`src/rtl/vga_pixel_feeder.sv`:
```
// Pixel FIFO in front of the VGA driver. It holds the driver's counters at origin
// with sync code 2'b11 until the FIFO is primed, then drains one pixel per active clock.
module vga_pixel_feeder #(
  parameter int DEPTH       = 16,
  parameter int PRIME_LEVEL = 8,
  parameter int LW          = $clog2(DEPTH) + 1
) (
  input  logic          clk_pix,
  input  logic          rst_pix_n,
  input  logic [5:0]    s_data,
  input  logic          s_valid,
  output logic          s_ready,
  input  logic          sync_req,
  input  logic          de,
  output logic [7:0]    wb_data,
  output logic [LW-1:0] level,
  output logic          underrun,
  output logic          streaming
);

  localparam int AW = $clog2(DEPTH);

  typedef enum logic {SYNC, STREAM} state_t;

  state_t        state, state_next;
  logic [5:0]    mem [DEPTH];
  logic [AW-1:0] wr_ptr, rd_ptr;
  logic          full, empty, push, pop;
  logic [7:0]    wb_next;
  logic          underrun_next;

  assign full    = (level == LW'(DEPTH));
  assign empty   = (level == '0);
  assign s_ready = !full;
  // A flush discards anything offered in the same cycle.
  assign push    = s_valid && s_ready && !sync_req;

  always_comb begin
    state_next    = state;
    pop           = 1'b0;
    wb_next       = 8'h00;
    underrun_next = underrun;
    if (sync_req) begin
      state_next    = SYNC;
      wb_next       = 8'h03;
      underrun_next = 1'b0;
    end else begin
      case (state)
        SYNC: begin
          if (level >= LW'(PRIME_LEVEL)) state_next = STREAM;
          else                            wb_next    = 8'h03;
        end
        STREAM: begin
          if (de) begin
            if (!empty) begin
              pop     = 1'b1;
              wb_next = {mem[rd_ptr], 2'b00};
            end else begin
              underrun_next = 1'b1;
            end
          end
        end
        default: state_next = SYNC;
      endcase
    end
  end

  always_ff @(posedge clk_pix) begin
    if (!rst_pix_n) begin
      state     <= SYNC;
      streaming <= 1'b0;
      wb_data   <= 8'h03;
      underrun  <= 1'b0;
      wr_ptr    <= '0;
      rd_ptr    <= '0;
      level     <= '0;
    end else begin
      state     <= state_next;
      streaming <= (state_next == STREAM);
      wb_data   <= wb_next;
      underrun  <= underrun_next;
      if (sync_req) begin
        wr_ptr <= '0;
        rd_ptr <= '0;
        level  <= '0;
      end else begin
        if (push) wr_ptr <= wr_ptr + AW'(1);
        if (pop)  rd_ptr <= rd_ptr + AW'(1);
        case ({push, pop})
          2'b10:   level <= level + LW'(1);
          2'b01:   level <= level - LW'(1);
          default: level <= level;
        endcase
      end
    end
  end

  // Storage is data only; pointers and level define what is valid.
  always_ff @(posedge clk_pix) begin
    if (rst_pix_n && push) mem[wr_ptr] <= s_data;
  end

endmodule

```
`config.mk`:
```
export PLATFORM = sky130hd
export DESIGN_NAME = vga_pixel_feeder
export DESIGN_NICKNAME = d
export VERILOG_FILES = /design/src/rtl/vga_pixel_feeder.sv
export SDC_FILE = /design/constraint.sdc
export NUM_CORES = 1
export LEC_CHECK = 0
export CAP_MARGIN = 20
export CORE_AREA = 2 2 136 165
export CTS_BUF_LIST = sky130_fd_sc_hd__clkbuf_8
export DETAILED_ROUTE_END_ITERATION = 16
export DIE_AREA = 0 0 138 167
export PLACE_DENSITY = 0.49
export SLEW_MARGIN = 30
export SYNTH_ARGS = -nofsm -noshare
export SYNTH_HDL_FRONTEND = slang
export SYNTH_SLANG_ARGS = --single-unit
```
`constraint.sdc`:
```
create_clock -name clk_pix -period 5.65 [get_ports clk_pix]
set_input_delay 0.565 -clock clk_pix [delete_from_list [all_inputs] [get_ports clk_pix]]
set_output_delay 0.565 -clock clk_pix [all_outputs]
set_load 0.005 [all_outputs]
```
==> Word level (Yosys, flattened, before mapping) <==
Memories as Yosys holds them, arrays and structs flattened. A register that Yosys moved wholly into a read port is not among the register bits.
Index checks and enable logic that the tools add are counted.
{ "classes": {"n_addsub": 4, "order_cmp": 1, "n_eq_ne": 3, "muxes": 15, "bitwise": 2, "reduce_logical": 9} }
{ "op_table": {"columns": ["operator", "n"], "rows": [
  ["2-to-1 mux 8 bit", 2],
  ["one-hot mux 8 bit (2 select lines)", 1],
  ["one-hot mux 5 bit (2 select lines)", 1],
  ["adder 4 x 1 -> 4 bit (second input constant)", 2],
  ["2-to-1 mux 1 bit", 8],
  ["2-to-1 mux 4 bit", 2],
  ["adder 5 x 1 -> 5 bit (second input constant)", 1],
  ["equality test 5 bit (second input constant)", 1],
  [">= comparator 5 x 4 -> 1 bit (second input constant)", 1],
  ["zero test 5 bit", 1],
  ["subtractor 5 x 1 -> 5 bit (second input constant)", 1],
  ["logical AND 1 bit", 3],
  ["AND reduction 3 bit", 1],
  ["equality test 2 x 1 -> 1 bit (second input constant)", 1],
  ["equality test 2 bit (second input constant)", 1],
  ["zero test 1 bit", 2],
  ["2-to-1 mux 2 bit", 1],
  ["inverter 1 bit", 2],
  ["nonzero test 2 bit", 1],
  ["OR reduction 2 bit", 1]
]} }
{ "totals": {"register_bits": 23, "ramBits": 96, "out_inout_bits": 16, "elab_cells": 41, "mem_count": 1} }
{ "memory_table": {"columns": ["name", "depth", "word_bits", "rd", "rd_clocked_by_memory_dff", "write_ports", "line_no", "rtl"], "rows": [
  ["mem", 16, 6, 1, 1, 1, "26", "logic [5:0] mem [DEPTH];"]
]} }

==> Depth between registers and ports, before layout <==
Gate-level depths: netlist of the first run.
{ "logic_depth": {"depth_word": 7, "ltp_mapped": 13} }

==> Worst setup path after synthesis of the first run <==
Ideal clock, no wire load.
{ "synth_path": {"path_kind": "register to register", "from": "register level[1]", "to": "register level[4]", "setup_time_ns": 0.071, "t_arrival_ns": 3.017, "t_required_ns": 5.579, "setup_slack_ns": 2.563, "stages_incl_launch_ff": 14, "path_cell_list": "dfxtp_1 -> buf_2 -> or3_1 -> o21ai_1 -> or2_2 -> ha_1 -> buf_2 -> xor2_1 -> ha_1 -> and2_1 -> a32o_1 -> o21a_1 -> or4_1 -> a21oi_1"} }
{ "synth_via": {"elab_chain_cells": 7, "word_cells_on_any_way": 15} }
{ "synth_rtl": {"columns": ["element", "line_no", "rtl"], "rows": [
  ["start, declared", "16", "output logic [LW-1:0] level,"],
  ["start signal, assigned", "90", "2'b10: level <= level + LW'(1);"],
  ["start signal, assigned", "91", "2'b01: level <= level - LW'(1);"],
  ["start signal, assigned", "92", "default: level <= level;"],
  ["zero test 5 bit", "33", "assign empty = (level == '0);"],
  ["2-to-1 mux 1 bit", "55", "if (!empty) begin"],
  ["2-to-1 mux 1 bit", "54", "if (de) begin"],
  ["2-to-1 mux 1 bit", "48", "case (state)"],
  ["2-to-1 mux 1 bit", "43", "if (sync_req) begin"],
  ["equality test 2 x 1 -> 1 bit or equality test 2 bit (tied branches)", "89", "case ({push, pop})"],
  ["one-hot mux 5 bit (2 select lines) or nonzero test 2 bit (tied branches)", null, null]
]} }
Several ways; a longest one is shown, not always the timed one.
A chain may end at the register's enable or synchronous reset.

==> Worst setup path after layout of the first run <==
Ends and elaborated chain as after synthesis.

==> results of run 1 <==
-- kinds of logic after synthesis --
logic type	count (synthesis)	share of synthesized area
xor+xnor	10	0.0180
buf+inv	21	0.0203
simple gates	76	0.0770
compound gates	26	0.0372
mux	33	0.129
flops	122	0.698
fa+ha+maj	8	0.0205
-- cell usage in the layout, fill, tap and decap left out, drive strengths merged --
master / netlist / layout
nand2: 9 / 9
dfxtp: 26 / 26
inv: 3 / 6
nor2: 32 / 32
buf: 10 / 2
a32o: 1 / 1
nand3: 3 / 3
a211oi: 13 / 13
or3: 2 / 2
edfxtp: 96 / 96
a21oi: 4 / 4
or2: 2 / 2
and2b: 1 / 1
and2: 1 / 1
mux4: 24 / 24
nand4b: 1 / 1
clkdlybuf4s50: 0 / 26
nand2b: 4 / 4
a22oi: 1 / 1
clkbuf: 8 / 22
or4: 2 / 2
o31ai: 1 / 1
a31oi: 1 / 1
and4bb: 1 / 1
bufinv: 0 / 2
a41o: 1 / 1
or3b: 2 / 2
ha: 8 / 8
clkinv: 0 / 4
o21a: 1 / 1
nand4: 1 / 1
clkinvlp: 0 / 1
mux2i: 9 / 9
nor3: 9 / 9
nor2b: 6 / 6
xor2: 7 / 7
xnor2: 3 / 3
o21ai: 3 / 3
-- registers in the layout, summed over array words and instances, names as in the netlist, named ones only --
name	count
mem	96
wb_data	7
level	5
rd_ptr	4
wr_ptr	4
state	1
underrun	1
-- worst min-delay path by stage --
stage | startpoint | end | slack, ns | cells after the start
after detailed placement | underrun | underrun | 0.46 | 2
after floorplan | underrun | underrun | 0.46 | 2
final | underrun | underrun | 0.49 | 2
after global placement | underrun | underrun | 0.48 | 2
after CTS | underrun | underrun | 0.49 | 2
after global routing | underrun | underrun | 0.53 | 2
-- metal layers --
layer	routed length [um]	vias up	GRT usage
li1	-	1197	-
met1	4660	1254	0.116
met2	4790	50	0.144
met3	316	12	0.0331
met4	133	0	0.0333
met5	0	-	0
-- tightest hold or removal path: cells and delay by family, from the launching register on --
| kind | cells | cell delay (ns) |
|---|---|---|
| and+or+nand+nor | 1 | 0.07 |
| DFF | 1 | 0.34 |
| AOI/OAI and AO/OA | 1 | 0.05 |
-- synthesized netlist by cell type (all sizes together) --
library cell | instances | area [um2]
nor2b | 6 | 37.5
nand2 | 9 | 33.8
and2 | 1 | 6.26
a211oi | 13 | 97.6
ha | 8 | 100
xor2 | 7 | 61.3
o21ai | 3 | 15.0
nand4b | 1 | 8.76
xnor2 | 3 | 26.3
mux2i | 9 | 90.1
nor3 | 9 | 45.0
inv | 3 | 11.3
or3 | 2 | 12.5
buf | 10 | 57.6
edfxtp | 96 | 2880
dfxtp | 26 | 521
and2b | 1 | 7.51
or3b | 2 | 17.5
a31oi | 1 | 6.26
mux4 | 24 | 541
a41o | 1 | 10.0
nand2b | 4 | 25.0
or4 | 2 | 15.0
clkbuf | 8 | 30.0
and4bb | 1 | 12.5
nand4 | 1 | 6.26
nand3 | 3 | 15.0
a21oi | 4 | 20.0
or2 | 2 | 12.5
a22oi | 1 | 7.51
nor2 | 32 | 120
o31ai | 1 | 7.51
a32o | 1 | 10.0
o21a | 1 | 7.51
-- power by group --
part | internal, mW | total (mW) | switching, mW
Sequential | 0.969 | 0.971 | 0.00149
Combinational | 0.0126 | 0.0346 | 0.0220
Clock | 0.443 | 0.765 | 0.322
-- per-stage QoR --
step / worst slack, ns / instance area, um2
2_1_floorplan: 2.56 / 4880
3_3_place_gp: 2.08 / 5410
3_5_place_dp: 2.03 / 5420
4_1_cts: 2.27 / 5820
5_1_grt: 1.97 / 5830
6_report: 2.25 / 5830
-- area by class of cell --
cell class	instances	area [um2]
Multi-Input combinational cell	153	1390
Tap cell	274	343
Timing Repair Buffer	28	275
Clock buffer	22	303
Inverter	3	11.3
Clock inverter	10	98.8
Sequential cell	122	3400
Fill cell	2188	15600
==> run metrics, run 1 <==
Slew Viols, Final 0; Peak Freq roughly 290 MHz; Skew-Pair Late Insertion Delay 0.43 ns; area delta synth->final 19.4%; Cell variety after synth 37; #FFs+latches synth 122; PwrDens 304 nW/um2; Worst Setup EP level[4]; CP startpoint level[1]; status finished, final reports clean; Slowest-stage cell, CP or4_1; grt ovf 0; Leak Pwr 1.81 nW; Finished Layout Cells around 610; DP HPWL roughly 6.4 mm; reg2reg path depth 10; Avg Vias per Cell about 4; initial antenna violation count 0; post-synthesis cell count 296; clk slew on worst S/H paths 0.07 ns; Final setup viols 0; Clock Tree Buf Depth 2; worst path required time 6.00 ns; Pwr Total 1.77 mW; CTS root buffer clkbuf_8; placement row count between 50 and 60; Worst slew margin 0.387; cells resized by post-CTS repair 0; Fin. Hold Viols 0; Slew @ Worst Pin 0.912 ns; Final nets around 340; crit path DAT 3.75 ns; post-route DRC violation count 0; CP bufs+invs 0; CP Capture Type flop; Syn Std Cell Area 4880 um2; Vias about 2,500; WS Path Type flop to flop; RSZ-0062 raised after global routing false; Ys Warns 0; H-tree depth 4; worst reg2reg path endpoint level[4]; total CTS buffers 17; critical path's top delay family simple AND/OR/NAND/NOR gates; die extent in x around 140 um; reg2reg start level[1]; worst hold slack 0.491 ns; syn avg cell area around 16 um2; largest net degree at the start of global routing 25; DR WL/cell around 16 um; GRT Total Usage 0.0912; clock skew 0.00976 ns; slowest stage delay, CP 0.46 ns; Total Wirelength 9.90 mm; fin util 0.272; WP depth 10; Placed Cells 580; effective utilization at floorplan 0.228; TritonCTS clock tree yes; Antenna Nets Post-Route 0; clk sinks 122; crit-path cells or3_1, o21ai_1, or2_2, ha_1, ha_1, and2_1, a32o_1, o21a_1, or4_1, a21oi_1; post-route minimum period 3.40 ns; die extent in y 167 um; reg2reg setup slack around 2.3 ns; Fin Setup TNS 0 ns; 1st-iter DRT viols 150; diode count 0; maximum VDD drop 0.134 mV; die area 23,000 um2; RePlAce Congestion approximately 0.75; DR pass1 iterations 4; syn nets 315; vias in the first global route around 2,700; CP Launch Type flop; IO Port Bufs 26; Ports 27; ratio of final minimum period to clock period 0.601; most used cell, CP ha_1; first-pass GRT wire length 15.6 mm; MaxCap Viol Count 0; Hold Crit Class flop to flop; CTS Hold Bufs 0; Seq/Total Area, Yosys 0.698; Max FO, Critical Path 10; core area 21,400 um2; Post-CTS Setup Inserts 0; layout cells sized above 1 0.186
(Power assumes the default switching activity.)
==> run 2: changes to the inputs <==
==> constraint.sdc (replaced) <==
create_clock -name clk_pix -period 3.4 [get_ports clk_pix]
set_input_delay 0.34 -clock clk_pix [delete_from_list [all_inputs] [get_ports clk_pix]]
set_output_delay 0.34 -clock clk_pix [all_outputs]
set_load 0.005 [all_outputs]
==> run 2 against run 1 <==
Against the previous run: routed wire length shrank 1.9%; utilization is 0.12 points higher; cell count increased by 1.3%; critical endpoint unchanged.
==> run metrics, run 2 (same netlist as run 1, synthesis figures left out) <==
status finished, final reports clean; Skew-Pair Late Insertion Delay 0.42 ns; Leak Pwr between 1.5 and 2 nW; Largest regs mem (96), wb_data (7), level (5); clk slew on worst S/H paths ~0.07 ns; area delta synth->final 20.0%; effective utilization at floorplan 0.228; core area 21,400 um2; CP Capture Type flop; grt ovf 0; clock skew roughly 0.011 ns; Ports 27; largest net degree at the start of global routing 20; crit path DAT 3.43 ns; WS Path Type flop to flop; Final nets 353; die extent in x 138 um; worst path required time 3.76 ns; pre-CTS WS 0.214 ns; maximum VDD drop between 0.2 and 0.25 mV; TritonCTS clock tree yes; PwrDens just under 500 nW/um2; diode count 0; Post-CTS Setup Inserts 0; Max FO, Critical Path 10; ratio of final minimum period to clock period 0.905; most frequent cells in the layout edfxtp_1 (96), nor2_1 (32), clkdlybuf4s50_1 (26); RSZ-0062 raised after global routing false; vias in the first global route approximately 2,700; post-route DRC violation count 0; post-route minimum period slightly above 3 ns; Worst slew margin 0.551; layout cells sized above 1 0.185; initial antenna violation count 0; die extent in y between 150 and 200 um; GRT Total Usage 0.0900; CTS root buffer clkbuf_8; commonest non-fill, non-tap cell in the layout edfxtp_1; DR pass1 iterations 4; first-pass GRT wire length between 15 and 20 mm; die area 23,000 um2; CTS Hold Bufs 0; Final setup viols 0; DP HPWL 6.39 mm; Slew @ Worst Pin 0.670 ns; Antenna Nets Post-Route 0; H-tree depth 4; placement row count 59; Vias around 2,600; Peak Freq about 330 MHz; CP Launch Type flop; total CTS buffers 17; Fin Setup TNS 0 ns; 1st-iter DRT viols between 150 and 200; DR WL/cell 15.7 um; Clock Tree Buf Depth 2; clk sinks 122; RePlAce Congestion 0.765; Avg Vias per Cell between 4 and 5; Fin. Hold Viols 0; cells resized by post-CTS repair 0; Slew Viols, Final 0; PnR worst setup slack 0.323 ns; Biggest register mem; Largest register FFs 96; IO Port Bufs 26; Total Wirelength 9.72 mm; MaxCap Viol Count 0; Hold Crit Class flop to flop
## run 2: changes by cell type in the layout (fill, tap and decap cells not counted), sizes merged
cell,previous run,this run
bufinv,2,3
buf,2,11
clkinv,4,5
clkbuf,22,17
clkinvlp,1,2
inv,6,7
## run 2: cell type report
| class | instances | area [um2] |
|---|---|---|
| sequential | 122 | 3400 |
| inverter | 3 | 11.3 |
| multi-input combinational | 153 | 1380 |
| clock buffer | 17 | 234 |
| tap | 274 | 343 |
| timing repair buffer | 37 | 343 |
| fill | 2162 | 15600 |
| clock inverter | 14 | 141 |
## run 2: critical path, stage by stage (launching register included)
cell	delay, ns
dfxtp_1	0.55
or3_1	0.20
o21ai_1	0.09
or2_2	0.28
ha_1	0.32
xor2_1	0.19
ha_1	0.22
and2_1	0.16
a32o_1	0.22
o21a_1	0.18
or4_1	0.46
a21oi_1	0.15
## run 2: stage by stage
stage          hold slack (ns)   util  cell area [um2]  instances  power, mW
2_1_floorplan            0.439      -             4880        296       1.67
3_3_place_gp             0.482  0.256             5480        589       1.70
3_5_place_dp             0.474  0.256             5480        589       1.71
4_1_cts                  0.498  0.273             5850        620       2.95
5_1_grt                  0.532  0.273             5850        620       3.02
6_report                 0.483  0.273             5850        620       2.90
## run 2: worst paths after layout
check / start / end / slack (ns) / cells past startpoint
worst max register to register: level[1] / level[4] / 0.32 / 11
worst max-delay path: level[1] / level[4] / 0.32 / 11
worst min register to register: underrun / underrun / 0.48 / 2
worst min-delay path: underrun / underrun / 0.48 / 2
## run 2: where the power goes
group          internal, mW  switching (mW)
Sequential             1.61         0.00243
Clock                 0.698           0.533
Combinational        0.0232          0.0366
Total                  2.33           0.572
## run 2: per-layer routing
metal | vias to the layer above | share of wire | track usage
met5 | - | 0 | 0
met4 | 0 | 0.011 | 0.0297
met3 | 6 | 0.048 | 0.0336
met2 | 69 | 0.49 | 0.142
met1 | 1274 | 0.45 | 0.115
li1 | 1218 | - | -
==> run 3: changes to the inputs <==
--- a/config.mk
+++ b/config.mk
@@ -10,7 +10,7 @@
 export CTS_BUF_LIST = sky130_fd_sc_hd__clkbuf_8
 export DETAILED_ROUTE_END_ITERATION = 16
 export DIE_AREA = 0 0 138 167
-export PLACE_DENSITY = 0.49
+export PLACE_DENSITY = 0.51
 export SLEW_MARGIN = 30
 export SYNTH_ARGS = -nofsm -noshare
 export SYNTH_HDL_FRONTEND = slang
==> constraint.sdc (replaced) <==
create_clock -name clk_pix -period 2.5 [get_ports clk_pix]
set_input_delay 0.25 -clock clk_pix [delete_from_list [all_inputs] [get_ports clk_pix]]
set_output_delay 0.25 -clock clk_pix [all_outputs]
set_load 0.005 [all_outputs]
==> run 3 against run 2 <==
Against the previous run: the run now ends with setup timing left; clock skew is 0.0029 ns higher; critical endpoint unchanged; global-route usage down 0.051 points; first-iteration DRC count shrank 33%; total power is 36% higher; die area stayed put; critical path depth unchanged.
==> run metrics, run 3 (same netlist as run 1, synthesis figures left out) <==
die extent in x around 140 um; FILL cells 2,164; Leak Pwr slightly below 2 nW; crit path DAT roughly 2.9 ns; core area approximately 21,000 um2; Placed Cells 617; Slew Viols, Final 0; TritonCTS clock tree yes; most frequent cells in the layout edfxtp_1 (96), buf_4 (40), nor2_1 (32); vias in the first global route 2,786; DR WL/cell 15.0 um; Vias 2,661; P_int 3.11 mW; PwrDens between 600 and 700 nW/um2; ratio of final minimum period to clock period 1.01; Ports 27; reg2reg setup slack -0.03 ns; DP HPWL 6.59 mm; Worst slew margin 0.499; RePlAce Congestion about 0.72; worst path required time 2.86 ns; MaxCap Viol Count 0; Worst Setup EP level[4]; grt ovf 0; GRT Total Usage 0.0895; largest net degree at the start of global routing 25; Biggest register mem; Gate power share 0.024; reg2reg start level[2]; hold path depth 2; H-tree depth 4; Fin Setup TNS -0.0326 ns; Avg Vias per Cell 4.09; Largest regs mem (96), wb_data (7), level (5); Clock Tree Buf Depth 2; WS Path Type flop to flop; Hold Crit Class flop to flop; first-pass GRT wire length around 16 mm; Fin. Hold Viols 0; placement row count 59; Reg area between 3000 and 4000 um2; post-route DRC violation count 0; area delta synth->final 26.2%; Antenna Nets Post-Route 0; sw frac 0.213; clk slew on worst S/H paths 0.07 ns; total CTS buffers 17; effective utilization at floorplan 0.228; clock power share 0.421; CP Capture Type flop; failing checks setup timing; Total Wirelength 9.79 mm; CP Launch Type flop; initial antenna violation count 0; Skew-Pair Late Insertion Delay approximately 0.43 ns; Final nets 383; CTS root buffer clkbuf_8; die area 23,000 um2; status finished, violations left; CP startpoint level[2]; Slew @ Worst Pin 0.750 ns; IO Port Bufs 26; layout cells sized above 1 0.289; Seq pwr share 0.555; Finished Layout Cells 651; die extent in y 167 um; RSZ-0062 raised after global routing true; Peak Freq 395 MHz; CTS Hold Bufs 0; commonest non-fill, non-tap cell in the layout edfxtp_1; PnR worst setup slack -0.0326 ns; area occupied by multi-input gates 1430 um2; maximum VDD drop 0.290 mV; reg2reg path depth 11; post-route minimum period 2.53 ns; sw power 840 uW; diode count 0; 1st-iter DRT viols 120; Largest register FFs 96; Max FO, Critical Path 5; worst reg2reg path endpoint level[4]; clock skew 0.0135 ns; DR pass1 iterations 6; Final setup viols 1; clk sinks approximately 120
run 3: changes by cell type in the layout (fill, tap and decap cells not counted), moves of 2 or more:
cell        delta
clkinvlp_4     +2
buf_4         +29
ha_1           -3
inv_6          +2
inv_1          -4
clkinv_4       +3
ha_4           +2
run 3: area by class of cell:
type                    instances  area share
inverters                       3     0.00183
repair buffers                 67      0.0943
flip-flops and latches        122       0.553
clock inverters                15      0.0244
well taps                     274      0.0557
multi-input cells             153       0.233
clock buffers                  17      0.0380
run 3: critical path, stage by stage, from the launching register on:
cell and delay [ns]:
dfxtp_2 0.33, or3_4 0.40, o21ai_4 0.14, or2_4 0.14, ha_4 0.17, xor2_1 0.07
ha_2 0.18, and2_4 0.13, a32o_2 0.22, o21a_1 0.18, or4_4 0.41, a21oi_2 0.12
run 3: layer usage:
metal / vias up / global-route usage / part of all wire / wire, um
met5: - / 0 / 0 / 0
met4: 0 / 0.0306 / 0.0086 / 84
met3: 4 / 0.0296 / 0.034 / 336
met2: 52 / 0.144 / 0.49 / 4750
met1: 1324 / 0.113 / 0.47 / 4610
li1: 1281 / - / - / -
run 3: power groups by stage:
stage          Sequential (mW)  Clock [mW]  Combinational [mW]
2_1_floorplan             2.24           0              0.0310
3_3_place_gp              2.24           0              0.0927
3_5_place_dp              2.24           0              0.0945
4_1_cts                   2.19        1.72              0.0958
5_1_grt                   2.19        1.81               0.105
6_report                  2.19        1.67              0.0944
run 3: how the worst min path moves through the flow:
stage / startpoint / to / slack [ns]
3_3_place_gp: underrun / underrun / 0.48
2_1_floorplan: s_data[0] / mem[0][0] / 0.35
6_report: underrun / underrun / 0.49
3_5_place_dp: underrun / underrun / 0.48
5_1_grt: rd_ptr[3] / rd_ptr[3] / 0.57
4_1_cts: underrun / underrun / 0.50
run 3: through the flow:
step                hold slack (ns)  worst slack (ns)  instance area, um2  total power [mW]  utilization
finish                        0.489           -0.0326                6160              3.95        0.288
global route                  0.570           -0.0958                6160              4.11        0.288
CTS                           0.502           -0.0490                6140              4.01        0.287
detailed placement            0.480            -0.303                5730              2.33        0.268
global placement              0.475            -0.231                5730              2.33        0.268
floorplan                     0.349            -0.211                4930              2.27            -
run 3: what timing repair did:
item	in CTS	in global routing
pin swaps	7	4
setup buffers	1	1
gates resized for setup	4	2
setup endpoints to repair	1	2
endpoints found under the hold margin	0	0
